`src/rtl/cpu_control_fsm.sv`:
```
// Multi-cycle fetch/decode/execute sequencer for the 16-bit CPU.
// Also arbitrates the single shared memory port between instruction fetch and data access.
module cpu_control_fsm #(
   parameter int unsigned MEM_LAT = 1
) (
   input  logic       clk,
   input  logic       reset_n,
   input  logic       run,
   input  logic [2:0] instr_type,
   input  logic [7:0] alu_op,
   input  logic       cond_met,
   output logic [3:0] state,
   output logic       ir_we,
   output logic       pc_we,
   output logic [1:0] pc_sel,
   output logic       addr_sel,
   output logic       mem_we,
   output logic       rf_we,
   output logic [1:0] wb_sel,
   output logic       flags_we,
   output logic       instr_done
);

   typedef enum logic [3:0] {
      StFetch  = 4'd0,
      StDecode = 4'd1,
      StExec   = 4'd2,
      StStore  = 4'd3,
      StLoad   = 4'd4,
      StJump   = 4'd5,
      StBranch = 4'd6,
      StJal    = 4'd7,
      StNop    = 4'd8
   } state_e;

   localparam logic [2:0] Lat      = 3'(MEM_LAT);
   localparam logic [1:0] PcInc    = 2'b00;
   localparam logic [1:0] PcDisp   = 2'b01;
   localparam logic [1:0] PcTarget = 2'b10;
   localparam logic [1:0] WbAlu    = 2'b00;
   localparam logic [1:0] WbMem    = 2'b01;
   localparam logic [1:0] WbLink   = 2'b10;

   state_e     state_q, state_d;
   logic [2:0] wcnt_q, wcnt_d;
   logic       idle;

   // Idle only before a fetch has started; once counting begins run is ignored.
   assign idle  = !run && (wcnt_q == Lat);
   assign state = state_q;

   always_ff @(posedge clk or negedge reset_n) begin
      if (!reset_n) begin
         state_q <= StFetch;
         wcnt_q  <= Lat;
      end else begin
         state_q <= state_d;
         wcnt_q  <= wcnt_d;
      end
   end

   always_comb begin
      state_d    = state_q;
      wcnt_d     = wcnt_q;
      ir_we      = 1'b0;
      pc_we      = 1'b0;
      pc_sel     = PcInc;
      addr_sel   = 1'b0;
      mem_we     = 1'b0;
      rf_we      = 1'b0;
      wb_sel     = WbAlu;
      flags_we   = 1'b0;
      instr_done = 1'b0;

      case (state_q)
         StFetch: begin
            if (!idle) begin
               if (wcnt_q == 3'd0) begin
                  ir_we   = 1'b1;
                  state_d = StDecode;
                  wcnt_d  = Lat;
               end else begin
                  wcnt_d = wcnt_q - 3'd1;
               end
            end
         end
         StDecode: begin
            unique case (instr_type)
               3'b000:  state_d = StExec;
               3'b001:  state_d = StStore;
               3'b010:  state_d = StLoad;
               3'b011:  state_d = StJump;
               3'b100:  state_d = StBranch;
               3'b101:  state_d = StJal;
               default: state_d = StNop;
            endcase
         end
         StExec: begin
            rf_we    = (alu_op != 8'h0B);
            flags_we = (alu_op == 8'h05) || (alu_op == 8'h09) || (alu_op == 8'h0B);
         end
         StStore: begin
            addr_sel = 1'b1;
            mem_we   = 1'b1;
         end
         StLoad: begin
            addr_sel = 1'b1;
            if (wcnt_q == 3'd0) begin
               rf_we  = 1'b1;
               wb_sel = WbMem;
            end else begin
               wcnt_d = wcnt_q - 3'd1;
            end
         end
         StJump:   pc_sel = cond_met ? PcTarget : PcInc;
         StBranch: pc_sel = cond_met ? PcDisp : PcInc;
         StJal: begin
            rf_we  = 1'b1;
            wb_sel = WbLink;
            pc_sel = PcTarget;
         end
         StNop: ;
         default: begin
            state_d = StFetch;
            wcnt_d  = Lat;
         end
      endcase

      // Terminal cycle: the single PC update of the instruction, then refetch.
      if ((state_q inside {StExec, StStore, StJump, StBranch, StJal, StNop}) ||
          (state_q == StLoad && wcnt_q == 3'd0)) begin
         pc_we      = 1'b1;
         instr_done = 1'b1;
         state_d    = StFetch;
         wcnt_d     = Lat;
      end
   end

endmodule

```
`config.mk`:
```
export PLATFORM = sky130hd
export DESIGN_NAME = cpu_control_fsm
export DESIGN_NICKNAME = d
export VERILOG_FILES = /design/src/rtl/cpu_control_fsm.sv
export SDC_FILE = /design/constraint.sdc
export NUM_CORES = 1
export LEC_CHECK = 0
export BUFFER_PORTS_ARGS = -buffer_cell sky130_fd_sc_hd__buf_2
export CAP_MARGIN = 20
export CORE_MARGIN = 1
export CORE_UTILIZATION = 44
export DETAILED_ROUTE_END_ITERATION = 10
export PLACE_DENSITY = 0.78
export SKIP_CTS_REPAIR_TIMING = 1
export SLEW_MARGIN = 20
export SYNTH_ARGS = -nofsm -noshare
export SYNTH_HDL_FRONTEND = slang
export SYNTH_SLANG_ARGS = --single-unit
export TNS_END_PERCENT = 50
```
`constraint.sdc`:
```
create_clock -name clk -period 2.3 [get_ports clk]
set_clock_uncertainty 0.15 [all_clocks]
set_input_delay 0.46 -clock clk [delete_from_list [all_inputs] [get_ports clk]]
set_output_delay 0.46 -clock clk [all_outputs]
set_load 0.05 [all_outputs]
```
==> results.py <==
metrics = {
    "clocking": {
        "cts_tree": "built",
        "worst_skew_pair.late_latency_ns": 0.25,
        "htree_num_levels": 1,
        "numCtsBuffers": 3,
        "clock-root-buffer": "clkbuf_4",
        "cts_sinks": 7,
        "clock_path_buffers": 2,
        "cts.clk_slew.worst_paths_ns": 0.05,
    },
    "hold_path": {
        "min_from": "instr_type[1]",
        "hold_path_depth": 2,
        "worst_hold_path.endpoint": "state[1]$_DFFE_PN0P_",
        "class_of_the_tightest_hold_or_removal_check": "in2reg",
    },
    "place": {
        "place_ws_ns": 0.0578,
        "postPlaceCellArea_sq_um": 790,
        "dp.final_hpwl_mm": 1.03,
        "routabilityCongestion": 0.822,
        "portBuffers": 29,
    },
    "grt": {
        "maximum_number_of_pins_on_one_net_before_global_route_repair": 15,
        "gr-total-overflow": 0,
        "global_route_wire_length_before_repair_mm": 1.99,
        "via_count_of_the_first_global_routing_pass": 518,
        "grt_antenna_before_repair": 0,
        "groute.usage.overall_pct": 19.2,
    },
    "worst_setup_path": {
        "timing_worst_setup_path_type": "reg2out",
        "critical_path.reg2reg.endpoint": "wcnt_q[1]$_DFFE_PN0P_",
        "worst_case_reg_to_reg_path_depth": 4,
        "startpoint_type": "flop",
        "worstPathArrival_ns": 1.77,
        "worst_path_max_fanout": 3,
        "timing.rr.start": "wcnt_q[0]$_DFFE_PN1P_",
        "rrSetupSlack_ns": 0.58,
        "cp_required_ns": 1.69,
        "setup.worst_path.end_class": "output pin",
    },
    "pwr": {
        "post-layout-total-power_uw": 1160,
        "static-leakage-power_uw": 0.000441,
        "power.density_cell_area_nw_per_um2": 1290,
        "peakVddDrop_uv": 789,
    },
    "detailed_routing": {
        "remaining_drc_errors": 0,
        "vias": 633,
        "routed_via_density": 5.23,
        "total_routed_length_mm": 1.49,
        "routed-wl-met2_um": 748,
        "wl_per_cell_um": 12.3,
        "dr.max_layer_used": "met4",
        "drt-initial-drc-count": 10,
        "postRouteAntennaNets": 0,
        "wl_met1_um": 674,
        "met3_length_um": 65,
        "drt_first_pass_iters": 4,
    },
    "outcome": {
        "violations": "setup timing",
        "outcome": "finished, violations left",
    },
    "synth": {
        "yosys_register_bits": 7,
        "yosys-top-cells-area": "dfrtp_1 25%, buf_4 6.1%, ha_1 6.1%",
        "synth_top_flop_cell": "dfrtp_1",
        "synth.yosys.seq_area_share_pct": 28.9,
        "synthesis.area_per_instance_sq_um": 8.60,
        "net_count_synth": 89,
        "synth_area_leader_cell": "dfrtp_1",
        "syn-instance-count": 71,
        "netlist-cell-type-count": 37,
        "fraction_of_post_synthesis_cell_area_in_the_top_cell_type_by_area_pct": 24.6,
        "yosysWarnings": 0,
        "synth-async-reset-ratio_pct": 100,
        "synth_enable_flop_cells": 0,
        "cell_area_after_technology_mapping_sq_um": 611,
    },
    "final_layout": {
        "antenna_cells_inserted": 0,
        "design.final.nets": 125,
        "multiInputGateArea_sq_um": 427,
        "final_cell_area_sq_um": 900,
        "area_growth_syn_to_layout_pct": 47.3,
        "final_common_cell": "buf_2",
        "drive_above_1_share_pct": 53.8,
        "layout.filler_cells": 121,
        "sequential_cell_area_sq_um": 176,
        "layout_common_cells": "23 x buf_2, 7 x nor2_1, 7 x buf_4",
        "final_util_pct": 69.1,
    },
    "floorplanning": {
        "chipWidth_um": 39.3,
        "die-area_sq_um": 1540,
        "fp.coreArea_sq_um": 1300,
        "num_rows": 13,
        "top_level_ports": 30,
        "initial_core_util_pct": 46.9,
        "vertical_die_dimension_um": 39.3,
    },
    "timing": {
        "grt_setup_unrepaired": "true",
        "max_freq_mhz": 419,
        "holdWs_ns": 0.255,
        "finalWorstPathRequiredPeriod_ns": 2.38,
        "setup_violations": 3,
        "tightestPinTransition_ns": 0.419,
        "headroom_to_the_max_slew_limit_pct": 72.1,
        "slew_violations": 0,
        "timing.final.crit_share_pct": 104,
        "postLayoutSetupSlackWorst_ns": -0.0850,
        "timing.final.hold_violations": 0,
    },
    "job": {
        "max_cap_viol_count": 0,
    },
}
## power by group
part / switching [uW] / leakage [uW] / internal, uW
Sequential: 50.7 / 0.0000904 / 170
Combinational: 474 / 0.000335 / 349
Clock: 47.3 / 0.0000150 / 66.3
Total: 572 / 0.000441 / 586
## layer usage
layer  track usage [%]  vias up
li1                  -      321
met1              24.2      288
met2              32.1       22
met3              1.70        2
met4              10.3        0
met5                 0        -
## cells by family after synthesis
group | count (synthesis) | synth area share, %
buf+inv | 9 | 8.61
xor+xnor | 1 | 1.43
fa+ha+maj | 3 | 6.15
compound gates | 14 | 16.6
mux | 3 | 5.33
simple gates | 34 | 33.0
flops | 7 | 28.9
## flip-flops by register name, indices dropped and copies added (netlist names)
register,cells
state,4
wcnt_q,3
## per-stage QoR
stage               TNS, ns  std cells
floorplan            -0.519         71
global placement          0        113
detailed placement        0        113
CTS                  -0.751        117
global route         -0.458        121
finish               -0.240        121
## layout make-up
class	instances	area share [%]
clock buffers	4	2.92
inverters	4	1.95
multi-input cells	55	47.4
flip-flops and latches	7	19.6
well taps	15	2.09
repair buffers	36	26.0
## how the worst max path moves through the flow
stage | startpoint | end | slack, ns | cells past startpoint
2_1_floorplan | state[2]$_DFFE_PN0P_ | pc_sel[0] | -0.12 | 3
3_3_place_gp | wcnt_q[0]$_DFFE_PN1P_ | rf_we | 0.11 | 6
3_5_place_dp | wcnt_q[0]$_DFFE_PN1P_ | rf_we | 0.06 | 6
4_1_cts | wcnt_q[0]$_DFFE_PN1P_ | rf_we | -0.23 | 6
5_1_grt | wcnt_q[1]$_DFFE_PN0P_ | rf_we | -0.13 | 6
6_report | wcnt_q[1]$_DFFE_PN0P_ | rf_we | -0.08 | 6
## Yosys cell counts (2+ instances only)
library cell	n
nor3b_1	2
inv_1	4
buf_4	5
dfrtp_1	6
o21ai_0	3
nor3_1	3
nand2_1	5
nor2b_1	2
a21oi_1	2
ha_1	3
nor4_1	2
nor2_1	9
## worst max-delay path: stages, from the launching register on
cell and delay (ns):
dfrtp_1 0.39, inv_2 0.09, ha_4 0.13, or4b_4 0.49
a21oi_2 0.14, a31o_1 0.13, buf_6 0.16
No activity file was read; power rests on OpenSTA's default activity.
